## src/rtl/div_sequencer.sv

```systemverilog
// Multi-cycle restoring divider for the EX stage: DIV/DIVU/REM/REMU, with
// optional early completion for divide-by-zero and signed overflow.
module div_sequencer #(
  parameter int unsigned EARLY_OUT = 1
) (
  input  logic        clk,
  input  logic        rst,
  input  logic        start_i,
  input  logic [1:0]  op_i,
  input  logic [31:0] rs1_i,
  input  logic [31:0] rs2_i,
  input  logic        flush_i,
  output logic        busy_o,
  output logic        stall_o,
  output logic        done_o,
  output logic [31:0] result_o
);

  typedef enum logic [2:0] {IDLE, INIT, ITER, FIX, DONE} state_t;

  state_t      state_q, state_d;
  logic [4:0]  cnt_q;
  logic        rem_op_q;   // 1: REM/REMU, 0: DIV/DIVU
  logic        neg1_q, neg2_q;
  logic [31:0] quot_q, rem_q, div_q, res_q;

  logic        signed_op;
  logic [31:0] abs1, abs2;
  logic        div_zero, sgn_ovf;
  logic [31:0] rem_sh, quot_sh;
  logic [32:0] diff;
  logic [31:0] early_res, fix_res;
  logic [31:0] q_fix, r_fix;

  always_comb begin
    signed_op = ~op_i[0];
    abs1      = (signed_op && rs1_i[31]) ? (32'd0 - rs1_i) : rs1_i;
    abs2      = (signed_op && rs2_i[31]) ? (32'd0 - rs2_i) : rs2_i;
    div_zero  = (div_q == '0);
    // Magnitudes 2^31 / 1 with both signs set only arise from 0x80000000 / -1.
    sgn_ovf   = neg1_q && neg2_q && (quot_q == 32'h8000_0000) && (div_q == 32'd1);
    rem_sh    = {rem_q[30:0], quot_q[31]};
    quot_sh   = {quot_q[30:0], 1'b0};
    diff      = {1'b0, rem_sh} - {1'b0, div_q};
  end

  always_comb begin
    q_fix = (neg1_q ^ neg2_q) ? (32'd0 - quot_q) : quot_q;
    r_fix = neg1_q ? (32'd0 - rem_q) : rem_q;
    // Zero divisor iterates to all-ones quotient; skip the sign fix there.
    if (div_zero && !rem_op_q)
      q_fix = '1;
    fix_res = rem_op_q ? r_fix : q_fix;
    if (div_zero)
      early_res = rem_op_q ? (neg1_q ? (32'd0 - quot_q) : quot_q) : '1;
    else
      early_res = rem_op_q ? 32'd0 : 32'h8000_0000;
  end

  always_comb begin
    state_d = state_q;
    if (flush_i) begin
      state_d = IDLE;
    end else begin
      case (state_q)
        IDLE: if (start_i) state_d = INIT;
        INIT: state_d = ((EARLY_OUT != 0) && (div_zero || sgn_ovf)) ? DONE : ITER;
        ITER: if (cnt_q == '0) state_d = FIX;
        FIX:  state_d = DONE;
        DONE: state_d = IDLE;
        default: state_d = IDLE;
      endcase
    end
  end

  always_ff @(posedge clk or posedge rst) begin
    if (rst) state_q <= IDLE;
    else     state_q <= state_d;
  end

  always_ff @(posedge clk or posedge rst) begin
    if (rst) begin
      cnt_q    <= '0;
      rem_op_q <= 1'b0;
      neg1_q   <= 1'b0;
      neg2_q   <= 1'b0;
      quot_q   <= '0;
      rem_q    <= '0;
      div_q    <= '0;
      res_q    <= '0;
    end else begin
      case (state_q)
        IDLE: if (start_i && !flush_i) begin
          rem_op_q <= op_i[1];
          neg1_q   <= signed_op & rs1_i[31];
          neg2_q   <= signed_op & rs2_i[31];
          quot_q   <= abs1;
          div_q    <= abs2;
          rem_q    <= '0;
          cnt_q    <= 5'd31;
        end
        INIT: res_q <= early_res;
        ITER: begin
          if (!diff[32]) begin
            rem_q  <= diff[31:0];
            quot_q <= quot_sh | 32'd1;
          end else begin
            rem_q  <= rem_sh;
            quot_q <= quot_sh;
          end
          cnt_q <= cnt_q - 5'd1;
        end
        FIX: res_q <= fix_res;
        default: ;
      endcase
    end
  end

  assign busy_o   = (state_q != IDLE);
  assign done_o   = (state_q == DONE);
  assign result_o = done_o ? res_q : '0;
  assign stall_o  = start_i & ~done_o & ~flush_i;

endmodule

```

## config.mk

```make
export PLATFORM = sky130hd
export DESIGN_NAME = div_sequencer
export DESIGN_NICKNAME = d
export VERILOG_FILES = /design/src/rtl/div_sequencer.sv
export SDC_FILE = /design/constraint.sdc
export NUM_CORES = 1
export LEC_CHECK = 0
export CORE_MARGIN = 2
export CORE_UTILIZATION = 44
export CTS_CLUSTER_DIAMETER = 60
export DETAILED_ROUTE_END_ITERATION = 16
export DONT_BUFFER_PORTS = 1
export GPL_TIMING_DRIVEN = 0
export PLACE_DENSITY = 0.61
export SLEW_MARGIN = 5
export SYNTH_ARGS = -nofsm -noshare
export SYNTH_HDL_FRONTEND = slang
export SYNTH_SLANG_ARGS = --single-unit
```

## constraint.sdc

```tcl
create_clock -name clk -period 5.9 [get_ports clk]
set_input_delay 1.18 -clock clk [delete_from_list [all_inputs] [get_ports clk]]
set_output_delay 1.18 -clock clk [all_outputs]
set_load 0.005 [all_outputs]
```

Yosys cells after proc, flatten, opt, wreduce, memory -nomap -nowiden:

Index checks and enable logic that the tools add are counted.

* memories: 0
* RAM bits: 0
* ROM bits: 0
* logic and storage cells: 76
* flip-flop bits (word level): 139
* bits of input ports: 70
* output and inout port bits: 35
* latch bits: 0

* equality and inequality tests: 9
* $add $sub $neg: 6
* order comparisons: 0
* shift operators: 0
* bitwise operators: 8
* mux-type cells: 25
* reductions and logical operators: 19
* div/mod/pow operators: 0
* multiply operators: 0

Operators by type and width (number)
* 2-to-1 mux 32 bit: 14
* one-hot mux 32 bit (2 select lines): 3
* subtractor 1 x 32 -> 32 bit, first input constant: 4
* subtractor 32 x 32 -> 33 bit: 1
* equality test 32 x 1 -> 1 bit, second input constant: 1
* equality test 32 bit, second input constant: 1
* logical NOT 32 bit: 1
* 2-to-1 mux 3 bit: 4
* one-hot mux 3 bit (4 select lines): 1
* one-hot mux 5 bit (2 select lines): 1
* logical AND 1 bit: 7
* equality test 3 x 2 -> 1 bit, second input constant: 2
* != test 3 bit, second input constant: 2
* AND reduction 2 bit: 3
* logical NOT 5 bit: 1
* 2-to-1 mux 5 bit: 1
* subtractor 5 x 1 -> 5 bit, second input constant: 1
* AND 1 bit: 4
* nonzero test 2 bit: 2
* equality test 3 x 1 -> 1 bit, second input constant: 1
* equality test 3 bit, second input constant: 1
* logical NOT 3 bit: 1
* inverter 1 bit: 3
* nonzero test 3 bit: 1
* other kinds (5): 6

Depth between registers and ports, before layout:

* depth in word-level cells: 7
* mapped depth: 12
* gate-level depth less buffers: 11

Least setup slack after synthesis:

Ideal clock, no wire load.

* kind: input to register
* from: input rs2_i[8]
* to: register div_q[27]
* data required time: 5.767 ns
* slack: 2.674 ns
* setup time: 0.133 ns
* data arrival time: 3.093 ns
* stages on the path: 8
* path buffers: 0
* cell sequence: or4_1 nor4_2 and4b_1 nand2_1 or2_2 o21ai_0 xor2_1 o21ai_0

* longest elaborated chain between the ends: 2

RTL lines
* start, declared: line 11 `input logic [31:0] rs2_i,`
* subtractor 1 x 32 -> 32 bit: line 38 `abs2 = (signed_op && rs2_i[31]) ? (32'd0 - rs2_i) : rs2_i;`
* 2-to-1 mux 32 bit: line 38
* end signal, assigned: line 98 `div_q <= abs2;`
* end, declared: line 25 `logic [31:0] quot_q, rem_q, div_q, res_q;`

No other way between the ends.
A chain may end at the register's enable or synchronous reset.

Worst setup path after layout:

* from: register quot_q[31]
* to: register rem_q[17]

* longest elaborated chain between the ends: 3

RTL lines
* start, declared: line 25
* start signal, assigned: line 97 `quot_q <= abs1;`
* start signal, assigned: line 106 `quot_q <= quot_sh | 32'd1;`
* start signal, assigned: line 109 `quot_q <= quot_sh;`
* subtractor 32 x 32 -> 33 bit: line 44 `diff = {1'b0, rem_sh} - {1'b0, div_q};`
* 2-to-1 mux 32 bit: line 104 `if (!diff[32]) begin`
* one-hot mux 32 bit (2 select lines): line 92 `case (state_q)`
* end signal, assigned: line 105 `rem_q <= diff[31:0];`
* end signal, assigned: line 108 `rem_q <= rem_sh;`
* end, declared: line 25

No other way between the ends.

==> results by group <==
Power and ir drop
  – PD cells: 489.8 nW/um^2
  – Pleak: 5.298 nW
  – Peak VDD IR: 0.2468 mV
  – Pwr Total: 6.036 mW

Synthesis
  – Seq cells post-synth: 139
  – Sequential element share of the synthesized area: 0.3070
  – Synth Flop Type: dfrtp_1
  – Largest cells by area after synthesis: dfrtp_1 (31%), xor2_1 (7.9%), o21ai_0 (6.3%)
  – Top cell type's share of synthesized area: 0.3070
  – Ys Warns: 0
  – Syn Std Cell Area: 11330 sq um
  – Synth cell types: 73
  – Synthesized instance count: 1381
  – Post-synth top area cell: dfrtp_1
  – Syn avg cell area: 8.203 sq um
  – Share of synthesized registers carrying an async set or reset: 1.000
  – Synth Net Count: 1492
  – EDFF count, synth: 0

Critical path
  – WP data arrival: 4.38 ns
  – Worst path max stage delay: 0.57 ns
  – Worst path cell trace: inv_1, ha_1, fa_1, nand2b_1, a21o_1, a31o_2, o21ai_1, a211oi_1, o21ai_2, buf_2, mux2i_1, o21ai_0
  – Crit-path slowest cell: o21ai_2
  – CP max FO: 10
  – Crit. End Element: flop
  – Critical Path RT: 6.19 ns
  – CP Launch Type: flop
  – Setup CP Type: flop to flop
  – Reg2Reg Depth: 12

Global route
  – Global-route wire length before repair: 56320 um
  – Total global-route track usage: 0.2691
  – Pin count of the biggest net entering global routing: 84
  – Gr ovfl total: 0
  – Vias in the first global route: 10340
  – Number of antenna violations at the first check in global routing: 1

Timing
  – Final worst slack: 1.816 ns
  – RSZ-0062 raised after global routing: false
  – Final hold vios: 0
  – Worst Tran Pin Value: 0.8169 ns
  – Max Freq: 244.9 MHz
  – Crit path time final: 4.084 ns
  – Final setup vio count: 0
  – Clock skew: 0.009277 ns
  – Final Max Slew Viols: 0
  – Tcrit/Tclk final: 0.6921
  – Max_slew headroom: 0.4505

CTS
  – CTS H-tree depth: 4
  – Clock tree buffer depth: 2
  – CTS resizes: 0
  – Total CTS buffers: 17
  – CTS root buf: clkbuf_16
  – Clock transition at the registers of the reported paths: 0.06 ns
  – TritonCTS clock tree: built
  – Clock Latency Late Sink: 0.43 ns
  – Cts hold-fix bufs: 0
  – Post-CTS Setup Bufs: 0
  – CTS sink cnt: 139

Die
  – Die area: 27050 sq um
  – Row count: 58
  – # IOs: 105
  – Die width: 164.5 um
  – Die Height: 164.5 um
  – Core Footprint: 25250 sq um
  – Initial Utilization: 0.4486

Detailed routing
  – 1st-pass router iterations: 5
  – WL/cell: 20.74 um
  – Vias: 10710
  – Via density: 6.140
  – Detailed Route Iter0 Violations: 939
  – Antenna viol nets, final: 0
  – # DRC: 0
  – WL final: 36190 um

Worst hold path
  – Type of the most critical hold path: flop to flop
  – Hold Path Stages: 1

Layout
  – Most frequent cells in the layout: o21ai_0 (142), dfrtp_1 (139), nand2_1 (132)
  – NumNets Final: 1512
  – Multi-input logic area: 7239 sq um
  – Fillers: 2507
  – Sequential Area: 3478 sq um
  – Area Growth Syn to Fin: 8.781%
  – Share of cells above drive strength 1: 0.04880
  – Most common cell after layout, fill and taps aside: o21ai_0

Placement
  – Place WS: 1.933 ns
  – Detail Placement HPWL: 27630 um
  – Final RePlAce weighted congestion: 0.9277
  – Port bufs: 0

Run status
  – Status: complete, no violations

Run
  – Max-cap violation count: 0
[metrics by stage]
stage | hold slack (ns) | instance area, sq um | util | TNS, ns | std cells
after floorplan | 0.4456 | 11330 | - | 0 | 1381
after detailed placement | 0.4706 | 11770 | 0.4662 | 0 | 1712
final | 0.4788 | 12320 | 0.4880 | 0 | 1745
after CTS | 0.4814 | 12320 | 0.4879 | 0 | 1744
after global placement | 0.4614 | 11740 | 0.4649 | -119.24 | 1711
after global routing | 0.4988 | 12320 | 0.4879 | 0 | 1744
[state kept, by name, summed over array words and instances, names as in the netlist]
| name | count |
|---|---|
| quot_q | 32 |
| rem_op_q | 1 |
| state_q | 3 |
| cnt_q | 5 |
| div_q | 32 |
| rem_q | 32 |
| neg1_q | 1 |
| neg2_q | 1 |
| res_q | 32 |
[Yosys cell counts, drive strengths merged, types with 22 or more instances]
library cell and count:
o21ai 152, dfrtp 139, nand2 133, xor2 102, a21oi 95, clkbuf 91
xnor2 72, inv 54, nor2 52, and3 42, ha 40, a22oi 31
nor3 30, nand3 29, a221oi 26, mux2i 24, nor4 23, o31ai 23
a211o 22
[final timing paths]
kind,from,to,slack [ns]
max,quot_q[31]$_DFFE_PP0P_,rem_q[17]$_DFFE_PP0P_,1.82
min in group asynchronous,rst,rem_q[12]$_DFFE_PP0P_,0.67
max in group asynchronous,rst,quot_q[27]$_DFFE_PP0P_,4.40
min,res_q[20]$_DFFE_PP0P_,res_q[20]$_DFFE_PP0P_,0.48
max reg2reg,quot_q[31]$_DFFE_PP0P_,rem_q[17]$_DFFE_PP0P_,1.82
min reg2reg,res_q[20]$_DFFE_PP0P_,res_q[20]$_DFFE_PP0P_,0.48
[critical path, delay by kind of cell, from the launching register on]
| kind | cells | cell delay [ns] |
|---|---|---|
| compound gates | 6 | 1.78 |
| fa+ha+maj | 2 | 0.65 |
| buf+inv | 2 | 0.59 |
| flops | 1 | 0.44 |
| mux | 1 | 0.28 |
| simple gates | 1 | 0.20 |
[metal layers]
metal,global-route usage,vias up,share of wire,wire length [um]
met1,0.3925,5186,0.46,16720
met2,0.4133,397,0.45,16250
li1,-,5078,-,-
met5,0,-,0,0
met3,0.04420,53,0.066,2381
met4,0.07154,0,0.023,844
[power breakdown]
| part | internal (mW) | switching (mW) | total, mW |
|---|---|---|---|
| sequential | 1.21 | 0.346 | 1.55 |
| clock | 0.561 | 0.469 | 1.03 |
| combinational | 1.37 | 2.08 | 3.45 |
[cell type report]
type	count	share of cell area
multi-input cells	1086	0.5875
inverters	55	0.01716
well taps	330	0.03351
diodes	1	0.0002031
flip-flops and latches	139	0.2823
clock inverters	13	0.007615
plain buffers	101	0.03280
repair buffers	1	0.002234
clock buffers	19	0.03675
[cells by family after synthesis]
logic type / count (synthesis) / synth area share
mux: 26 / 0.02319
simple gates: 400 / 0.1839
fa+ha+maj: 41 / 0.04595
buf+inv: 156 / 0.05390
xor+xnor: 174 / 0.1345
flops: 139 / 0.3070
compound gates: 445 / 0.2515
(Power assumes the default switching activity.)
==> edit 1, RTL diff (same settings) <==
Reset style: synchronous (`rst`), changed in 2 clocked blocks.
--- a/src/rtl/div_sequencer.sv
+++ b/src/rtl/div_sequencer.sv
@@ -73,12 +73,12 @@
     end
   end
 
-  always_ff @(posedge clk or posedge rst) begin
+  always_ff @(posedge clk) begin
     if (rst) state_q <= IDLE;
     else     state_q <= state_d;
   end
 
-  always_ff @(posedge clk or posedge rst) begin
+  always_ff @(posedge clk) begin
     if (rst) begin
       cnt_q    <= '0;
       rem_op_q <= 1'b0;
Check against the original RTL: differs if rst is asserted again (counterexample within 4 cycles, from zero or initial values and one cycle with rst high); with rst held inactive, the same outputs for 10 cycles.
==> edit 1 against the unedited design <==
Final area fell by 2.5%. Critical path type unchanged. Routed wire length up 3.3%. Worst setup slack worse by 0.11 ns. Via count is 5.3% higher. Global-route usage up 1.4 points. Non-clock buffer count grew 10. Area after synthesis is 2.4% lower. Critical endpoint is now rem_q[22]$_SDFFE_PP0P_. Sequential cell count unchanged. Largest cell class unchanged.
Power is not compared: it rests on default switching activity, and its combinational part moved more than twofold at a synthesized area within 25%.
==> edit 1: results (changes against the unedited design) <==
outcome finished, final reports clean; global routing usage summed across all routing layers 28.31% (+1.4 points); slowest cell on the critical path sky130_fd_sc_hd__clkbuf_1; number of cells in the design after placement 1851 (+8.1%); leading post-synthesis cells by cell area sky130_fd_sc_hd__dfxtp_1, sky130_fd_sc_hd__xor2_1, sky130_fd_sc_hd__a21oi_1; dpl hpwl 29480 um (+6.7%); fraction of final layout cells with drive strength greater than 1 3.284% (-1.6 points); sequential fraction of the synthesis area 25.16% (-5.5 points); clock skew after layout 0.01012 ns (+0.0008431 ns); top cells by count, synth sky130_fd_sc_hd__nand2_1, sky130_fd_sc_hd__a21oi_1, sky130_fd_sc_hd__dfxtp_1; nets 1651 (+9.2%); routability-driven placement congestion ratio 1.000 (+7.8%); multiplexer share of the synthesized area 1.640% (-0.68 points); arrival time at the worst endpoint 4.50 ns (+0.12 ns); adder-cell share of the synthesized area 4.706% (+0.11 points); number of inserted filler cells in the final layout 2638 (+5.2%); detailed-routing iteration count for the pre-antenna-repair pass 5 (unchanged); wire length of the first global-routing pass 58270 um (+3.5%); switching part of the total 32.63%; worst-case headroom to the max-slew limit 27.11% (-18 points); syn nets 1632 (+9.4%); port buffer count 0 (unchanged); maximum ir drop on the vdd rail roughly 160 uV; parity-gate share of the synthesized area counting xor and xnor cells 13.62% (+0.17 points); placed cell areas 11470 um^2 (-2.6%); number of global-route vias before repair 10390 (+0.51%); largest net degree at the start of global routing 17 (-80%); Crit Path Max Fanout 10 (unchanged); post-route cell area 12010 um^2 (-2.5%); Pleak 4.305 nW; total wirelength of the detailed-routed design 37370 um (+3.3%); Gates resized, CTS repair 0 (unchanged); warnings from Yosys 0 (unchanged); mean routed wirelength per cell 19.83 um (-4.4%); Reg clk slew, reported paths 0.06 ns (about the same); syn_area_per_cell 7.271 um^2 (-11%); number of DRC markers after the initial detailed-route iteration 881 (-6.2%); count of cell types in the netlist 66 (-9.6%); share of flip-flops with an asynchronous set or reset 0% (-100 points); number of vias in the routed layout 11290 (+5.3%); antenna violations before repair 0 (-1); fraction of the mapped netlist area in compound gates 26.18% (+1.0 points); Num CTS Buffers 17 (unchanged); CTS HTree Levels 4 (unchanged); worst-skew pair later-pin latency 0.43 ns (about the same); setup repair bufs after CTS 0 (unchanged); Clock Path Buffers 2 (unchanged); class of the worst hold path reg2reg; largest stage delay on the critical path 0.51 ns (-0.06 ns); worst setup timing slack at the placement stage 1.726 ns (-0.2078 ns); critical path's top delay family compound AO/OA/AOI/OAI gates
edit 1: cell families after synthesis:
group,after synthesis
DFF,139
AOI/OAI and AO/OA,454
muxes,18
and+or+nand+nor,524
xor gates and xnor gates,172
buffers and inverters,173
adders and majority gates,41
edit 1: power by group through the flow:
stage	logic, mW	clock network [mW]	registers (mW)
after CTS	0.547	1.01	1.02
after global routing	0.614	1.06	1.02
after global placement	0.540	0	1.03
final	0.556	1.00	1.02
after floorplan	0.414	0	1.02
after detailed placement	0.544	0	1.04
edit 1: routing by layer:
layer,vias to the layer above,global-route usage [%],share of wire [%]
li1,5486,-,-
met1,5329,41.80,48
met2,421,41.99,42
met3,50,4.151,6.8
met4,0,9.493,2.6
met5,-,0,0
edit 1: layout make-up:
| type | instances | share of cell area [%] |
|---|---|---|
| flip-flops and latches | 139 | 23.16 |
| inverters | 61 | 1.906 |
| clock inverters | 11 | 0.7291 |
| diodes | 1 | 0.02083 |
| well taps | 330 | 3.437 |
| plain buffers | 112 | 3.614 |
| clock buffers | 21 | 3.750 |
| multi-input cells | 1209 | 63.38 |
edit 1: path summary, 6_finish.rpt:
path | depth (start not counted) | endpoint | from | slack (ns)
worst min-delay path | 2 | res_q[19]$_SDFFE_PP0P_ | res_q[19]$_SDFFE_PP0P_ | 0.49
worst max register to register | 15 | rem_q[22]$_SDFFE_PP0P_ | quot_q[31]$_SDFFE_PP0P_ | 1.70
worst min register to register | 2 | res_q[19]$_SDFFE_PP0P_ | res_q[19]$_SDFFE_PP0P_ | 0.49
worst max-delay path | 15 | rem_q[22]$_SDFFE_PP0P_ | quot_q[31]$_SDFFE_PP0P_ | 1.70
==> edit 2, RTL diff (same settings) <==
Without the edit above. Re-encode `state_t` (5 states) as Gray code, 3 bits wide.
--- a/src/rtl/div_sequencer.sv
+++ b/src/rtl/div_sequencer.sv
@@ -16,7 +16,7 @@
   output logic [31:0] result_o
 );
 
-  typedef enum logic [2:0] {IDLE, INIT, ITER, FIX, DONE} state_t;
+  typedef enum logic [2:0] {IDLE = 3'b000, INIT = 3'b001, ITER = 3'b011, FIX = 3'b010, DONE = 3'b110} state_t;
 
   state_t      state_q, state_d;
   logic [4:0]  cnt_q;
Formal check against the unedited RTL: same outputs for any inputs over 10 cycles, from zero or initial values and one cycle with rst high; not proved beyond that.
==> edit 2 against the unedited design <==
Routed wire length down 2.0%. Worst setup slack better by 0.19 ns. Area after synthesis down 0.39%. Sequential share of layout area down 0.080 points. Critical path depth unchanged. Power down 24%. Synthesized cell count up 2.8%. Utilization up 0.28 points. Sequential cell count unchanged. Final area up 0.28%. Non-clock buffer count down 2. Via count down 1.5%. Largest power group unchanged.
==> edit 2: results (changes against the unedited design) <==
fraction of the mapped netlist area in compound gates 25.45% (+0.30 points); outcome finished, final reports clean; parity-gate share of the synthesized area counting xor and xnor cells 13.35% (-0.10 points); multiplexer share of the synthesized area 1.719% (-0.60 points); arrival time at the worst endpoint 4.24 ns (-0.14 ns); sequential fraction of the synthesis area 30.82% (+0.12 points); fraction of final layout cells with drive strength greater than 1 3.716% (-1.2 points); largest net degree at the start of global routing 85 (+1.2%); nets 1551 (+2.6%); Pleak 5.267 nW (-0.59%); clock skew after layout 0.009887 ns (+0.0006108 ns); maximum ir drop on the vdd rail 154.3 uV (-37%); wire length of the first global-routing pass 56680 um (+0.62%); number of DRC markers after the initial detailed-route iteration 866 (-7.8%); count of cell types in the netlist 69 (-5.5%); number of vias in the routed layout 10550 (-1.5%); syn_area_per_cell 7.947 um^2 (-3.1%); routability-driven placement congestion ratio 0.9496 (+2.4%); largest stage delay on the critical path 0.50 ns (-0.07 ns); worst-case headroom to the max-slew limit 36.07% (-9.0 points); antenna violations before repair 0 (-1); mean routed wirelength per cell 19.89 um (-4.1%); number of global-route vias before repair 10450 (+1.1%); leading post-synthesis cells by cell area sky130_fd_sc_hd__dfrtp_1, sky130_fd_sc_hd__xor2_1, sky130_fd_sc_hd__o21ai_0; adder-cell share of the synthesized area 4.612% (+0.018 points); final cell count without fillers 1783 (+2.2%); Diodes inserted 0 (-1); slowest cell on the critical path sky130_fd_sc_hd__o21ai_1
[edit 2: cell count changes after synthesis, moves of 15 or more]
cell                       unedited run  this run
sky130_fd_sc_hd__and2_1               6        37
sky130_fd_sc_hd__nor2_1              52        77
sky130_fd_sc_hd__and3_1              42         7
sky130_fd_sc_hd__xnor2_1             72        55
sky130_fd_sc_hd__nand2_1            132       177
sky130_fd_sc_hd__a211oi_1             6        22
sky130_fd_sc_hd__xor2_1             102       117
sky130_fd_sc_hd__o21ai_0            142       157
[edit 2: cells by family (layout without fill, tap and decap cells)]
group / count (synthesis) / after routing
adders and majority gates: 41 / 41
DFF: 139 / 139
xor gates and xnor gates: 172 / 172
and+or+nand+nor: 441 / 441
AOI/OAI and AO/OA: 454 / 454
muxes: 19 / 19
buffers and inverters: 154 / 187
[edit 2: area by class of cell]
type / instances / area [um^2]
clock inverters: 10 / 138.9
well taps: 330 / 412.9
fillers: 2495 / 12820
flip-flops and latches: 139 / 3478
inverters: 55 / 211.5
plain buffers: 99 / 390.4
multi-input cells: 1127 / 7214
clock buffers: 22 / 484.2
repair buffers: 1 / 27.53
[edit 2: worst paths after layout]
| path | startpoint | endpoint | slack [ns] | depth (start not counted) |
|---|---|---|---|---|
| setup / recovery | quot_q[31]$_DFFE_PP0P_ | rem_q[28]$_DFFE_PP0P_ | 2.01 | 12 |
| hold / removal | res_q[6]$_DFFE_PP0P_ | res_q[6]$_DFFE_PP0P_ | 0.46 | 2 |
| setup reg to reg | quot_q[31]$_DFFE_PP0P_ | rem_q[28]$_DFFE_PP0P_ | 2.01 | 12 |
| hold reg to reg | res_q[6]$_DFFE_PP0P_ | res_q[6]$_DFFE_PP0P_ | 0.46 | 2 |
| max in group asynchronous | rst | quot_q[23]$_DFFE_PP0P_ | 4.32 | 2 |
| min in group asynchronous | rst | div_q[3]$_DFFE_PP0P_ | 0.71 | 1 |
[edit 2: layer usage]
layer / GRT usage (%) / wire length, um / up-vias / part of all wire (%)
met3: 3.737 / 1937 / 68 / 5.5
met4: 9.171 / 938 / 0 / 2.6
met1: 36.29 / 16110 / 4997 / 45
met5: 0 / 0 / - / 0
li1: - / - / 5129 / -
met2: 44.81 / 16470 / 358 / 46
[edit 2: per-stage QoR]
step | worst slack [ns] | power (mW) | util (%) | instance area (um^2)
floorplan | 0.9955 | 2.863 | - | 11280
global placement | -0.7316 | 3.361 | 46.45 | 11700
detailed placement | 2.009 | 3.395 | 46.60 | 11740
CTS | 1.989 | 4.551 | 49.08 | 12360
global route | 1.721 | 4.887 | 49.08 | 12360
finish | 2.011 | 4.578 | 49.08 | 12360
[edit 2: where the power goes]
part	internal (mW)	total [mW]	switching, mW
clock network	0.709	1.15	0.441
logic	0.734	1.99	1.26
registers	1.20	1.43	0.235
